[src/rtl/fb_arbiter_if.sv]
// Bus bundle between the framebuffer arbiter, its three users and the framebuffer RAM.
// The slave modport is the arbiter's view; the master modport is the environment's view.
interface fb_arbiter_if #(
  parameter int DATA_W = 24,
  parameter int ADDR_W = 17
);
  logic              SCAN_REQ;
  logic [8:0]        SCAN_X;
  logic [9:0]        SCAN_Y;
  logic              SCAN_VALID;
  logic [DATA_W-1:0] SCAN_DATA;
  logic              SCAN_ERR;

  logic              WR_VALID;
  logic              WR_READY;
  logic [8:0]        WR_X;
  logic [9:0]        WR_Y;
  logic [DATA_W-1:0] WR_DATA;
  logic              WR_DROP;

  logic              CLR_START;
  logic [DATA_W-1:0] CLR_COLOR;
  logic              CLR_BUSY;

  logic [ADDR_W-1:0] FB_ADR;
  logic [DATA_W-1:0] FB_D;
  logic              FB_WE;
  logic [DATA_W-1:0] FB_Q;

  modport slave (
    input  SCAN_REQ, SCAN_X, SCAN_Y, WR_VALID, WR_X, WR_Y, WR_DATA,
           CLR_START, CLR_COLOR, FB_Q,
    output SCAN_VALID, SCAN_DATA, SCAN_ERR, WR_READY, WR_DROP, CLR_BUSY,
           FB_ADR, FB_D, FB_WE
  );

  modport master (
    output SCAN_REQ, SCAN_X, SCAN_Y, WR_VALID, WR_X, WR_Y, WR_DATA,
           CLR_START, CLR_COLOR, FB_Q,
    input  SCAN_VALID, SCAN_DATA, SCAN_ERR, WR_READY, WR_DROP, CLR_BUSY,
           FB_ADR, FB_D, FB_WE
  );
endinterface

[src/rtl/fb_arbiter.sv]
// Single-port framebuffer arbiter: scanout reads (top priority), background clear, pixel writes.
// Optional macro FB_ARB_BOUNDS_CHECK_EN drops out-of-range accesses instead of wrapping the address.
module fb_arbiter #(
  parameter int H_ACTIVE = 200,
  parameter int V_ACTIVE = 600,
  parameter int DATA_W   = 24,
  parameter int ADDR_W   = 17
) (
  input  logic        CLOCK_50,
  input  logic        RESET_N,
  fb_arbiter_if.slave bus
);
  localparam logic [ADDR_W-1:0] LAST_ADR = ADDR_W'(H_ACTIVE * V_ACTIVE - 1);

  typedef enum logic {IDLE = 1'b0, CLEAR = 1'b1} state_t;

  state_t            state_q, state_d;
  logic [ADDR_W-1:0] clr_cnt_q, clr_cnt_d;
  logic [DATA_W-1:0] clr_color_q, clr_color_d;
  logic              clr_busy_q, clr_busy_d;
  logic              scan_pend_q, scan_pend_d;
  logic              s1_oob_q, s1_oob_d;
  logic              s2_vld_q, s2_vld_d;
  logic              s2_oob_q, s2_oob_d;
  logic              scan_valid_q, scan_valid_d;
  logic [DATA_W-1:0] scan_data_q, scan_data_d;
  logic              scan_err_q, scan_err_d;
  logic              wr_drop_q, wr_drop_d;
  logic [ADDR_W-1:0] fb_adr_q, fb_adr_d;
  logic [DATA_W-1:0] fb_d_q, fb_d_d;
  logic              fb_we_q, fb_we_d;

  logic              scan_slot;
  logic              wr_ready;
  logic              wr_fire;
  logic [8:0]        sel_x;
  logic [9:0]        sel_y;
  logic [ADDR_W-1:0] lin_adr;
  logic              sel_oob;

  // scan_pend_q marks the cycle in which a granted read occupies the RAM port;
  // a new request landing on it overwrites (kills) that read.
  assign scan_slot = bus.SCAN_REQ || scan_pend_q;
  assign wr_ready  = RESET_N && (state_q == IDLE) && !scan_slot;
  assign wr_fire   = bus.WR_VALID && wr_ready;

  // One shared address multiplier: scan coordinates win whenever a request is present.
  assign sel_x   = bus.SCAN_REQ ? bus.SCAN_X : bus.WR_X;
  assign sel_y   = bus.SCAN_REQ ? bus.SCAN_Y : bus.WR_Y;
  assign lin_adr = ADDR_W'(sel_y) * ADDR_W'(H_ACTIVE) + ADDR_W'(sel_x);

`ifdef FB_ARB_BOUNDS_CHECK_EN
  assign sel_oob = (sel_x >= 9'(H_ACTIVE)) || (sel_y >= 10'(V_ACTIVE));
`else
  assign sel_oob = 1'b0;
`endif

  always_comb begin
    state_d      = state_q;
    clr_cnt_d    = clr_cnt_q;
    clr_color_d  = clr_color_q;
    clr_busy_d   = clr_busy_q;
    fb_adr_d     = fb_adr_q;
    fb_d_d       = fb_d_q;
    fb_we_d      = 1'b0;
    wr_drop_d    = 1'b0;
    scan_pend_d  = bus.SCAN_REQ;
    scan_err_d   = scan_err_q || (bus.SCAN_REQ && scan_pend_q);
    s1_oob_d     = s1_oob_q;
    s2_vld_d     = scan_pend_q && !bus.SCAN_REQ;
    s2_oob_d     = s1_oob_q;
    scan_valid_d = s2_vld_q;
    scan_data_d  = scan_data_q;

    if (s2_vld_q) begin
      scan_data_d = s2_oob_q ? '0 : bus.FB_Q;
    end

    if (bus.SCAN_REQ) begin
      s1_oob_d = sel_oob;
      if (!sel_oob) begin
        fb_adr_d = lin_adr;
      end
    end else if (state_q == CLEAR) begin
      if (!scan_pend_q) begin
        fb_adr_d  = clr_cnt_q;
        fb_d_d    = clr_color_q;
        fb_we_d   = 1'b1;
        clr_cnt_d = clr_cnt_q + 1'b1;
        if (clr_cnt_q == LAST_ADR) begin
          state_d    = IDLE;
          clr_busy_d = 1'b0;
        end
      end
    end else if (wr_fire) begin
      if (sel_oob) begin
        wr_drop_d = 1'b1;
      end else begin
        fb_adr_d = lin_adr;
        fb_d_d   = bus.WR_DATA;
        fb_we_d  = 1'b1;
      end
    end

    // A write accepted alongside CLR_START is issued above; clearing starts next cycle.
    if ((state_q == IDLE) && bus.CLR_START) begin
      state_d     = CLEAR;
      clr_color_d = bus.CLR_COLOR;
      clr_cnt_d   = '0;
      clr_busy_d  = 1'b1;
    end
  end

  always_ff @(posedge CLOCK_50 or negedge RESET_N) begin
    if (!RESET_N) begin
      state_q      <= IDLE;
      clr_cnt_q    <= '0;
      clr_color_q  <= '0;
      clr_busy_q   <= 1'b0;
      scan_pend_q  <= 1'b0;
      s1_oob_q     <= 1'b0;
      s2_vld_q     <= 1'b0;
      s2_oob_q     <= 1'b0;
      scan_valid_q <= 1'b0;
      scan_data_q  <= '0;
      scan_err_q   <= 1'b0;
      wr_drop_q    <= 1'b0;
      fb_adr_q     <= '0;
      fb_d_q       <= '0;
      fb_we_q      <= 1'b0;
    end else begin
      state_q      <= state_d;
      clr_cnt_q    <= clr_cnt_d;
      clr_color_q  <= clr_color_d;
      clr_busy_q   <= clr_busy_d;
      scan_pend_q  <= scan_pend_d;
      s1_oob_q     <= s1_oob_d;
      s2_vld_q     <= s2_vld_d;
      s2_oob_q     <= s2_oob_d;
      scan_valid_q <= scan_valid_d;
      scan_data_q  <= scan_data_d;
      scan_err_q   <= scan_err_d;
      wr_drop_q    <= wr_drop_d;
      fb_adr_q     <= fb_adr_d;
      fb_d_q       <= fb_d_d;
      fb_we_q      <= fb_we_d;
    end
  end

  assign bus.SCAN_VALID = scan_valid_q;
  assign bus.SCAN_DATA  = scan_data_q;
  assign bus.SCAN_ERR   = scan_err_q;
  assign bus.WR_READY   = wr_ready;
  assign bus.WR_DROP    = wr_drop_q;
  assign bus.CLR_BUSY   = clr_busy_q;
  assign bus.FB_ADR     = fb_adr_q;
  assign bus.FB_D       = fb_d_q;
  assign bus.FB_WE      = fb_we_q;
endmodule

[src/flat_wrapper.sv]
// flat-port wrapper written by rule: the top's interface ports become plain ports
module fb_arbiter_flat 
#(
  parameter int H_ACTIVE = 200,
  parameter int V_ACTIVE = 600,
  parameter int DATA_W   = 24,
  parameter int ADDR_W   = 17
)
  (CLOCK_50, RESET_N, bus_SCAN_REQ, bus_SCAN_X, bus_SCAN_Y, bus_WR_VALID, bus_WR_X, bus_WR_Y, bus_WR_DATA, bus_CLR_START, bus_CLR_COLOR, bus_FB_Q, bus_SCAN_VALID, bus_SCAN_DATA, bus_SCAN_ERR, bus_WR_READY, bus_WR_DROP, bus_CLR_BUSY, bus_FB_ADR, bus_FB_D, bus_FB_WE);
  fb_arbiter_if #(.DATA_W(DATA_W), .ADDR_W(ADDR_W)) bus_i ();
  input  logic CLOCK_50;
  input  logic RESET_N;
  input wire logic [$bits(bus_i.SCAN_REQ)-1:0] bus_SCAN_REQ;
  input wire logic [$bits(bus_i.SCAN_X)-1:0] bus_SCAN_X;
  input wire logic [$bits(bus_i.SCAN_Y)-1:0] bus_SCAN_Y;
  input wire logic [$bits(bus_i.WR_VALID)-1:0] bus_WR_VALID;
  input wire logic [$bits(bus_i.WR_X)-1:0] bus_WR_X;
  input wire logic [$bits(bus_i.WR_Y)-1:0] bus_WR_Y;
  input wire logic [$bits(bus_i.WR_DATA)-1:0] bus_WR_DATA;
  input wire logic [$bits(bus_i.CLR_START)-1:0] bus_CLR_START;
  input wire logic [$bits(bus_i.CLR_COLOR)-1:0] bus_CLR_COLOR;
  input wire logic [$bits(bus_i.FB_Q)-1:0] bus_FB_Q;
  output wire logic [$bits(bus_i.SCAN_VALID)-1:0] bus_SCAN_VALID;
  output wire logic [$bits(bus_i.SCAN_DATA)-1:0] bus_SCAN_DATA;
  output wire logic [$bits(bus_i.SCAN_ERR)-1:0] bus_SCAN_ERR;
  output wire logic [$bits(bus_i.WR_READY)-1:0] bus_WR_READY;
  output wire logic [$bits(bus_i.WR_DROP)-1:0] bus_WR_DROP;
  output wire logic [$bits(bus_i.CLR_BUSY)-1:0] bus_CLR_BUSY;
  output wire logic [$bits(bus_i.FB_ADR)-1:0] bus_FB_ADR;
  output wire logic [$bits(bus_i.FB_D)-1:0] bus_FB_D;
  output wire logic [$bits(bus_i.FB_WE)-1:0] bus_FB_WE;
  assign bus_i.SCAN_REQ = bus_SCAN_REQ;
  assign bus_i.SCAN_X = bus_SCAN_X;
  assign bus_i.SCAN_Y = bus_SCAN_Y;
  assign bus_i.WR_VALID = bus_WR_VALID;
  assign bus_i.WR_X = bus_WR_X;
  assign bus_i.WR_Y = bus_WR_Y;
  assign bus_i.WR_DATA = bus_WR_DATA;
  assign bus_i.CLR_START = bus_CLR_START;
  assign bus_i.CLR_COLOR = bus_CLR_COLOR;
  assign bus_i.FB_Q = bus_FB_Q;
  assign bus_SCAN_VALID = bus_i.SCAN_VALID;
  assign bus_SCAN_DATA = bus_i.SCAN_DATA;
  assign bus_SCAN_ERR = bus_i.SCAN_ERR;
  assign bus_WR_READY = bus_i.WR_READY;
  assign bus_WR_DROP = bus_i.WR_DROP;
  assign bus_CLR_BUSY = bus_i.CLR_BUSY;
  assign bus_FB_ADR = bus_i.FB_ADR;
  assign bus_FB_D = bus_i.FB_D;
  assign bus_FB_WE = bus_i.FB_WE;
  fb_arbiter #(.H_ACTIVE(H_ACTIVE), .V_ACTIVE(V_ACTIVE), .DATA_W(DATA_W), .ADDR_W(ADDR_W)) u_core (.CLOCK_50(CLOCK_50), .RESET_N(RESET_N), .bus(bus_i));
endmodule
[config.mk]
export PLATFORM = sky130hd
export DESIGN_NAME = fb_arbiter_flat
export DESIGN_NICKNAME = d
export VERILOG_FILES = /design/src/rtl/fb_arbiter_if.sv /design/src/rtl/fb_arbiter.sv /design/src/flat_wrapper.sv
export SDC_FILE = /design/constraint.sdc
export NUM_CORES = 1
export LEC_CHECK = 0
export BUFFER_PORTS_ARGS = -buffer_cell sky130_fd_sc_hd__buf_4
export CAP_MARGIN = 10
export CORE_ASPECT_RATIO = 1.1
export CORE_MARGIN = 2
export CORE_UTILIZATION = 25
export DETAILED_ROUTE_END_ITERATION = 12
export PLACE_DENSITY = 0.51
export REMOVE_ABC_BUFFERS = 1
export SYNTH_ARGS = -nofsm -noshare
export SYNTH_HDL_FRONTEND = slang
export SYNTH_SLANG_ARGS = --single-unit
[constraint.sdc]
create_clock -name CLOCK_50 -period 5.2 [get_ports CLOCK_50]
set_clock_uncertainty 0.1 [all_clocks]
set_input_delay 0.52 -clock CLOCK_50 [delete_from_list [all_inputs] [get_ports CLOCK_50]]
set_output_delay 0.52 -clock CLOCK_50 [all_outputs]
set_load 0.01 [all_outputs]
* Word-level counts from Yosys, hierarchy flattened
Index checks and enable logic that the tools add are counted.
Word-level totals: input bits 115, bits in registers 113, output and inout port bits 71
Cells by class: eq/ne operators 5, bitwise logic cells 2, multiply operators 1, add/subtract/negate cells 2, reductions and logical operators 18, muxes and demuxes 27
Operator list (count):
- 2-to-1 mux 17 bit | 8
- 2-to-1 mux 24 bit | 3
- adder 17 x 1 -> 17 bit, second input constant | 1
- adder 17 x 9 -> 17 bit | 1
- equality test 17 bit, second input constant | 1
- multiplier 10 x 5 -> 14 bit, second input constant | 1
- 2-to-1 mux 1 bit | 14
- 2-to-1 mux 10 bit | 1
- 2-to-1 mux 9 bit | 1
- logical AND 1 bit | 6
- AND reduction 3 bit | 2
- nonzero test 2 bit | 3
- inequality test 2 bit, second input constant | 2
- AND reduction 4 bit | 1
- inequality test 3 bit, second input constant | 1
- nonzero test 3 bit | 1
- zero test 1 bit | 2
- logical OR 1 bit | 2
- inequality test 2 x 1 -> 1 bit, second input constant | 1
- NOT 1 bit | 2
- AND reduction 2 bit | 1

* Logic depth before layout (Yosys ltp)
Gate-level depths: netlist (run 1).
depth after elaboration 7, gate-level depth with buffers 18, depth with buffers taken out 15

* Worst setup path before layout (run 1)
No wires, ideal clock.
path kind input -> register, from in bus_SCAN_REQ, to reg u_core.fb_adr_q[14], in the netlist u_core.bus.FB_ADR[14], stages on the path 14, library setup time 71 ps, arrival time 4416 ps, setup slack 613 ps, path through clkbuf_1 -> clkbuf_1 -> mux2i_1 -> inv_1 -> ha_1 -> ha_1 -> ha_1 -> fa_1 -> ha_1 -> o21a_1 -> o21ai_1 -> or3b_4 -> or4b_1 -> nand4_1
Between the ends: cells in the longest elaborated chain, start to end 6
RTL lines:
- start: declaration | RTL line flat_wrapper.sv:13 | input wire logic [$bits(bus_i.SCAN_REQ)-1:0] bus_SCAN_REQ;
- 2-to-1 mux 10 bit / logical OR 1 bit (equally long branches) | RTL line fb_arbiter.sv:49, fb_arbiter.sv:43
- multiplier 10 x 5 -> 14 bit / zero test 1 bit (equally long branches) | RTL line fb_arbiter.sv:50, fb_arbiter.sv:44
- adder 17 x 9 -> 17 bit / logical AND 1 bit (equally long branches) | RTL line fb_arbiter.sv:50, fb_arbiter.sv:44
- 2-to-1 mux 17 bit / logical AND 1 bit (equally long branches) | RTL line fb_arbiter.sv:95, fb_arbiter.sv:45
- 2-to-1 mux 17 bit / nonzero test 3 bit (equally long branches)
- 2-to-1 mux 17 bit / AND reduction 2 bit (equally long branches)
- end signal: assignment | RTL line fb_arbiter.sv:144 | fb_adr_q <= fb_adr_d;
- end: declaration | RTL line fb_arbiter.sv:29 | logic [ADDR_W-1:0] fb_adr_q, fb_adr_d;
Several ways; a longest one is shown, not always the timed one. The select of a mux whose other input is x is not followed. A chain may end at the register's enable or synchronous reset.

* Worst setup path in the final report (run 1)
Ends and elaborated chain as after synthesis.

==> out/metrics.yaml, run 1 <==
sta:
  worst_slack_ns: 1.152
  hold_ws_ns: 0.02665
  grt_setup_unrepaired: "false"
  fin_tns_setup_ns: 0
  finalHoldViolations: 0
  setup-violations-final: 0
  fmax_mhz: 247.0
  slew_headroom_pct: 25.88
  worst_pin_slew_ns: 1.109
  fin_crit_sh_pct: 77.85
  maxSlewViolCount: 0
  period_minus_slack_ns: 4.048
detailed_routing:
  totalWireLength_microns: 16230
  wl_per_cell_microns: 15.07
  firstDrtPassIters: 4
  drtIter0Drc: 168
  drc: 0
  antenna_left: 0
  vias: 4804
  post_drt_via_cell_ratio: 4.461
power:
  p_comb_share_pct: 30.4
  p_clk_share_pct: 36.5
  irDropWorstVdd_mv: 0.2829
  switching_power_mw: 1.069
  seqPwrFrac_pct: 33.2
  leakagePower_nw: 4.188
  swShare_pct: 31.77
  powerDensity_nw_per_um2: 392.4
  p_int_mw: 2.295
  finalPower_mw: 3.364
cts:
  clock_path_buffers: 2
  cts_tree: "yes"
  clkSinkCount: 113
  path_clk_slew_ns: 0.06
  htree_num_levels: 4
  cts_setup_buffers: 0
  ctsResizeCount: 0
  numCtsBuffers: 17
  insertion_delay_ns: 0.41
  root_buffer: "clkbuf_16"
  ctsHoldBuffers: 0
grt:
  grt_pass1_wl_microns: 25760
  grt_pass1_vias: 4829
  use_met2_pct: 19.62
  grt_use_total_pct: 12.39
  use_met1_pct: 16.72
  grt_max_degree: 69
  gr-usage-met3_pct: 3.463
  antenna_found_initial: 0
  grt-ovfl-total: 0
  gr-max-usage-layer: "met2"
final_layout:
  layoutNonFillerInstCount: 1077
  n_fill_cell: 2523
  drive_gt1_share_pct: 38.46
  multiInputGateArea_sq_um: 3242
  diodes: 0
  areaGrowthSynthToFinish_pct: 36.97
  fin_area_sq_um: 8571
  layout.nets: 914
  regArea_sq_um: 2829
  final_core_util_pct: 34.91
floorplan:
  dieWidth_microns: 154.8
  die-area_sq_um: 26310
  die_h_microns: 169.9
  ios: 186
  start_util_pct: 25.49
  rows: 60
  core_sq_um: 24550
synth:
  ys_seq_area_share_pct: 45.19
  yosys.area_share.adder_pct: 9.718
  ys_seq_elements: 113
  synth_mux_area_share_pct: 16.24
  synth_compound_area_share_pct: 9.958
  synth_cell_types: 59
  synth_top_family_by_area: "multiplexers"
  ys_async_sr_fraction_pct: 100.0
  ys_top_cells_by_count: "113 x dfrtp_1, 60 x mux2_2, 48 x nand2_1"
  yosysMostFrequentCell: "dfrtp_1"
  synth-edff-count: 0
  yosys-top-cells-area: "dfrtp_1 45%, mux2_2 11%, ha_1 7.8%, mux2i_1 5.4%, o21ai_0 3.4%"
  synthFlopType: "dfrtp_1"
  ys_warn_count: 0
  syn_area_sq_um: 6257
  synthSimpleGateAreaFrac_pct: 10.96
  syn-mean-instance-area_sq_um: 10.84
  synth_area_leader_cell: "dfrtp_1"
  synthXorXnorAreaFrac_pct: 4.579
  syn_inst: 577
  synth.top_cell.area_share_pct: 45.19
run_status:
  status: "complete, no violations"
placed_design:
  dpl_cell_area_sq_um: 7949
  port_buffers: 184
  place.gp.congestion: 0.7692
  dpl.hpwl_microns: 12090
  dpl.cell_count: 1045
  dp_slack_ns: 0.7007
critical_path:
  crit_type: "input pin to register"
  crit_fanout: 31
  cp.required_ns: 5.44
  cp-end-kind: "register"
  crit_arrival_ns: 4.29
  cp-start-kind: "input pin"
flow_run:
  max_cap_violations: 0
hold_path:
  hp-class: "input pin to async pin"
[final cells by class]
cell class                      instances  area share [%]
Sequential cell                       113           33.01
Timing Repair Buffer                  187           16.38
Multi-Input combinational cell        412           37.82
Clock inverter                         15           2.292
Tap cell                              310           4.526
Clock buffer                           17           4.964
Inverter                               23           1.007
[placed cells by master, fill, tap and decap left out, types with 4 or more instances in the layout]
cell	Yosys	routed
nand4_1	10	10
nor2_1	42	42
xnor2_1	11	11
nand3_1	6	6
fa_1	6	6
mux2i_1	34	34
a21o_1	5	5
clkbuf_16	0	17
buf_4	2	187
nor2b_1	6	5
or3_1	5	5
ha_1	39	39
clkinv_4	0	4
dfrtp_1	113	112
a211oi_1	4	4
o21ai_0	42	42
mux2_2	60	60
o21a_1	7	7
nand2_1	48	48
inv_6	0	5
xor2_1	18	18
a21oi_1	22	21
inv_1	23	23
[worst max-delay path, stage by stage]
cell and delay [ns]:
buf_4 0.34, mux2i_1 0.36, inv_1 0.14, ha_1 0.30, ha_1 0.30, ha_1 0.32
fa_1 0.48, ha_1 0.34, o21a_1 0.13, o21ai_1 0.07, or3b_4 0.42, or4b_1 0.47
nand4_1 0.10
[power by group through the flow]
stage | combinational [mW] | sequential, mW | clock, mW
global route | 1.16 | 1.14 | 1.30
floorplan | 0.609 | 1.15 | 0
finish | 1.02 | 1.12 | 1.23
detailed placement | 1.04 | 1.13 | 0
CTS | 1.04 | 1.12 | 1.26
global placement | 1.03 | 1.13 | 0
[worst paths after layout]
| path | startpoint | endpoint | slack (ns) | cells past startpoint |
|---|---|---|---|---|
| max | bus_SCAN_REQ | u_core.bus.FB_ADR[14] | 1.15 | 13 |
| min | RESET_N | u_core.clr_color_q[7] | 0.03 | 1 |
| max reg2reg | u_core.state_q | u_core.bus.FB_ADR[14] | 2.91 | 5 |
| min reg2reg | u_core.bus.FB_ADR[2] | u_core.bus.FB_ADR[2] | 0.38 | 2 |
| max in group asynchronous | RESET_N | u_core.bus.SCAN_DATA[3] | 3.63 | 2 |
| min in group CLOCK_50 | bus_CLR_START | u_core.state_q | 0.23 | 2 |
[registers in the layout, summed over array words and instances (netlist names)]
register / flops
u_core.s2_vld_q: 1
u_core.bus.FB_ADR: 17
u_core.state_q: 1
u_core.bus.SCAN_VALID: 1
u_core.bus.FB_D: 24
u_core.scan_pend_q: 1
u_core.clr_cnt_q: 17
u_core.bus.CLR_BUSY: 1
u_core.bus.SCAN_ERR: 1
u_core.bus.FB_WE: 1
u_core.bus.SCAN_DATA: 24
u_core.clr_color_q: 24
[per-layer routing]
layer  vias to the layer above  wire length (microns)  share of wire [%]
met5                         -                      0                  0
met4                         0                    142               0.87
met3                        11                   1173                7.2
met1                      2247                   7704                 47
met2                       162                   7210                 44
li1                       2384                      -                  -
[cell families (layout without fill, tap and decap cells)]
kind of cell | count (synthesis) | after routing
AO/OA/AOI/OAI | 101 | 101
XOR/XNOR | 31 | 31
adder cells (fa/ha/maj) | 45 | 45
buffers and inverters | 52 | 242
flip-flops | 113 | 113
multiplexers | 94 | 94
other | 1 | 1
AND/OR/NAND/NOR | 140 | 140
No activity file was read; power rests on OpenSTA's default activity.
==> run 2: changes to the inputs <==
clock period = 3.85 ns   (was 5.2 ns; I/O delays follow)
==> run 2 against run 1 <==
Net effect: critical path depth decreased by 1; via count increased by 2.9%; combinational power rose by 53%; design area is 3.8% higher; worst hold slack better by 0.064 ns; register-to-register slack lost 1.7 ns; routed wire length up 1.9%; cell count up 3.5%; sequential power is 34% higher; die area unchanged; worst setup slack lost 0.91 ns; critical path type unchanged; highest routed layer unchanged.
==> out/metrics.yaml, run 2 (same netlist as run 1, synthesis figures left out) <==
hold_path:
  hold_path_end: "u_core.state_q"
  hold_depth: 2
  hp-class: "input pin to register"
  min_from: "bus_CLR_START"
grt:
  grt_pass1_vias: 5016
  grt_pass1_wl_microns: 26170
  antenna_found_initial: 0
  grt-ovfl-total: 0
  grt_max_degree: 52
  grt_use_total_pct: 12.68
cts:
  clock_path_buffers: 2
  insertion_delay_ns: 0.41
  cts_tree: "yes"
  clkSinkCount: 113
  numCtsBuffers: 17
  htree_num_levels: 4
  path_clk_slew_ns: 0.06
  root_buffer: "clkbuf_16"
sta:
  hold_ws_ns: 0.09091
  maxSlewViolCount: 0
  fmax_mhz: 277.3
  setup-violations-final: 0
  slew_headroom_pct: 30.29
  worst_pin_slew_ns: 1.046
  grt_setup_unrepaired: "false"
  fin_crit_sh_pct: 93.67
  fin_tns_setup_ns: 0
  period_minus_slack_ns: 3.606
  finalHoldViolations: 0
floorplan:
  start_util_pct: 25.49
  dieWidth_microns: 154.8
  die-area_sq_um: 26310
  rows: 60
  core_sq_um: 24550
  die_h_microns: 169.9
  ios: 186
detailed_routing:
  firstDrtPassIters: 4
  post_drt_via_cell_ratio: 4.434
  vias: 4944
  drc: 0
  totalWireLength_microns: 16550
  antenna_left: 0
  wl_per_cell_microns: 14.84
  drtIter0Drc: 115
placed_design:
  dpl_cell_area_sq_um: 8239
  dpl.cell_count: 1082
  place.gp.congestion: 0.7197
  port_buffers: 184
  dpl.hpwl_microns: 12680
final_layout:
  drive_gt1_share_pct: 41.37
  fin_area_sq_um: 8896
  diodes: 0
  multiInputGateArea_sq_um: 3244
  regArea_sq_um: 2829
  n_fill_cell: 2495
  layoutNonFillerInstCount: 1115
  layout.nets: 952
  layout_commonest_cell: "buf_4"
  mostFrequentLayoutCells: "223 x buf_4, 112 x dfrtp_1, 60 x mux2_2"
  areaGrowthSynthToFinish_pct: 42.17
critical_path:
  timing.rr.end: "u_core.bus.FB_ADR[14]"
  r2r_cells: 7
  cp.required_ns: 4.09
  regToRegSetupSlack_ns: 1.25
  crit_fanout: 8
  cp-end-kind: "register"
  cp-start-kind: "input pin"
  rr_startpoint: "u_core.state_q"
  crit_type: "input pin to register"
  crit_arrival_ns: 3.85
power:
  leakagePower_nw: 4.367
  powerDensity_nw_per_um2: 535.5
  irDropWorstVdd_mv: 0.3096
flow_run:
  max_cap_violations: 0
run_status:
  status: "complete, no violations"
[run 2: layout make-up]
| cell class | count | area share (%) |
|---|---|---|
| multi-input combinational | 412 | 36.47 |
| clock inverter | 14 | 2.307 |
| clock buffer | 18 | 4.937 |
| inverter | 23 | 0.9705 |
| tap | 310 | 4.360 |
| timing repair buffer | 225 | 19.16 |
| sequential | 113 | 31.80 |
[run 2: power breakdown]
group / switching (mW) / leakage (nW) / total, mW / internal [mW]
Clock: 0.591 / 0.301 / 1.70 / 1.11
Sequential: 0.133 / 1.40 / 1.50 / 1.37
Combinational: 0.723 / 2.66 / 1.56 / 0.835
[run 2: routing by layer]
layer / track usage, % / part of all wire, % / vias to the layer above
li1: - / - / 2468
met2: 20.96 / 45 / 170
met3: 3.641 / 6.8 / 15
met5: 0 / 0 / -
met1: 16.01 / 47 / 2291
met4: 4.066 / 1.1 / 0
[run 2: what timing repair did]
item,CTS,global route
resized for setup,0,1
endpoints found under the setup margin,0,1
hold endpoints to repair,14,0
buffers inserted,0,0
hold buffers,1,0
[run 2: per-stage QoR]
stage	setup WS, ns	utilization, %	power, mW
finish	0.2436	36.24	4.764
detailed placement	-0.1702	33.56	3.113
CTS	0.2434	36.23	4.846
floorplan	-0.3076	-	2.381
global placement	-0.1352	33.56	3.099
global route	0.03792	36.24	5.071
[run 2: worst max path at each step]
stage,from,endpoint
6_report,bus_SCAN_REQ,u_core.bus.FB_ADR[14]
5_1_grt,bus_SCAN_REQ,u_core.bus.FB_ADR[16]
4_1_cts,bus_SCAN_REQ,u_core.bus.FB_ADR[14]
3_5_place_dp,bus_SCAN_REQ,u_core.bus.FB_ADR[14]
3_3_place_gp,bus_SCAN_REQ,u_core.bus.FB_ADR[14]
2_1_floorplan,u_core.state_q,u_core.clr_cnt_q[15]
[run 2: critical path, stage by stage]
cell and delay [ns]:
buf_4 0.15, mux2_2 0.39, ha_1 0.31, ha_1 0.32
fa_1 0.46, ha_1 0.25, a211o_1 0.32, o21ai_1 0.14
xnor2_2 0.13, or3b_4 0.42, or4b_1 0.48, nand4_1 0.10
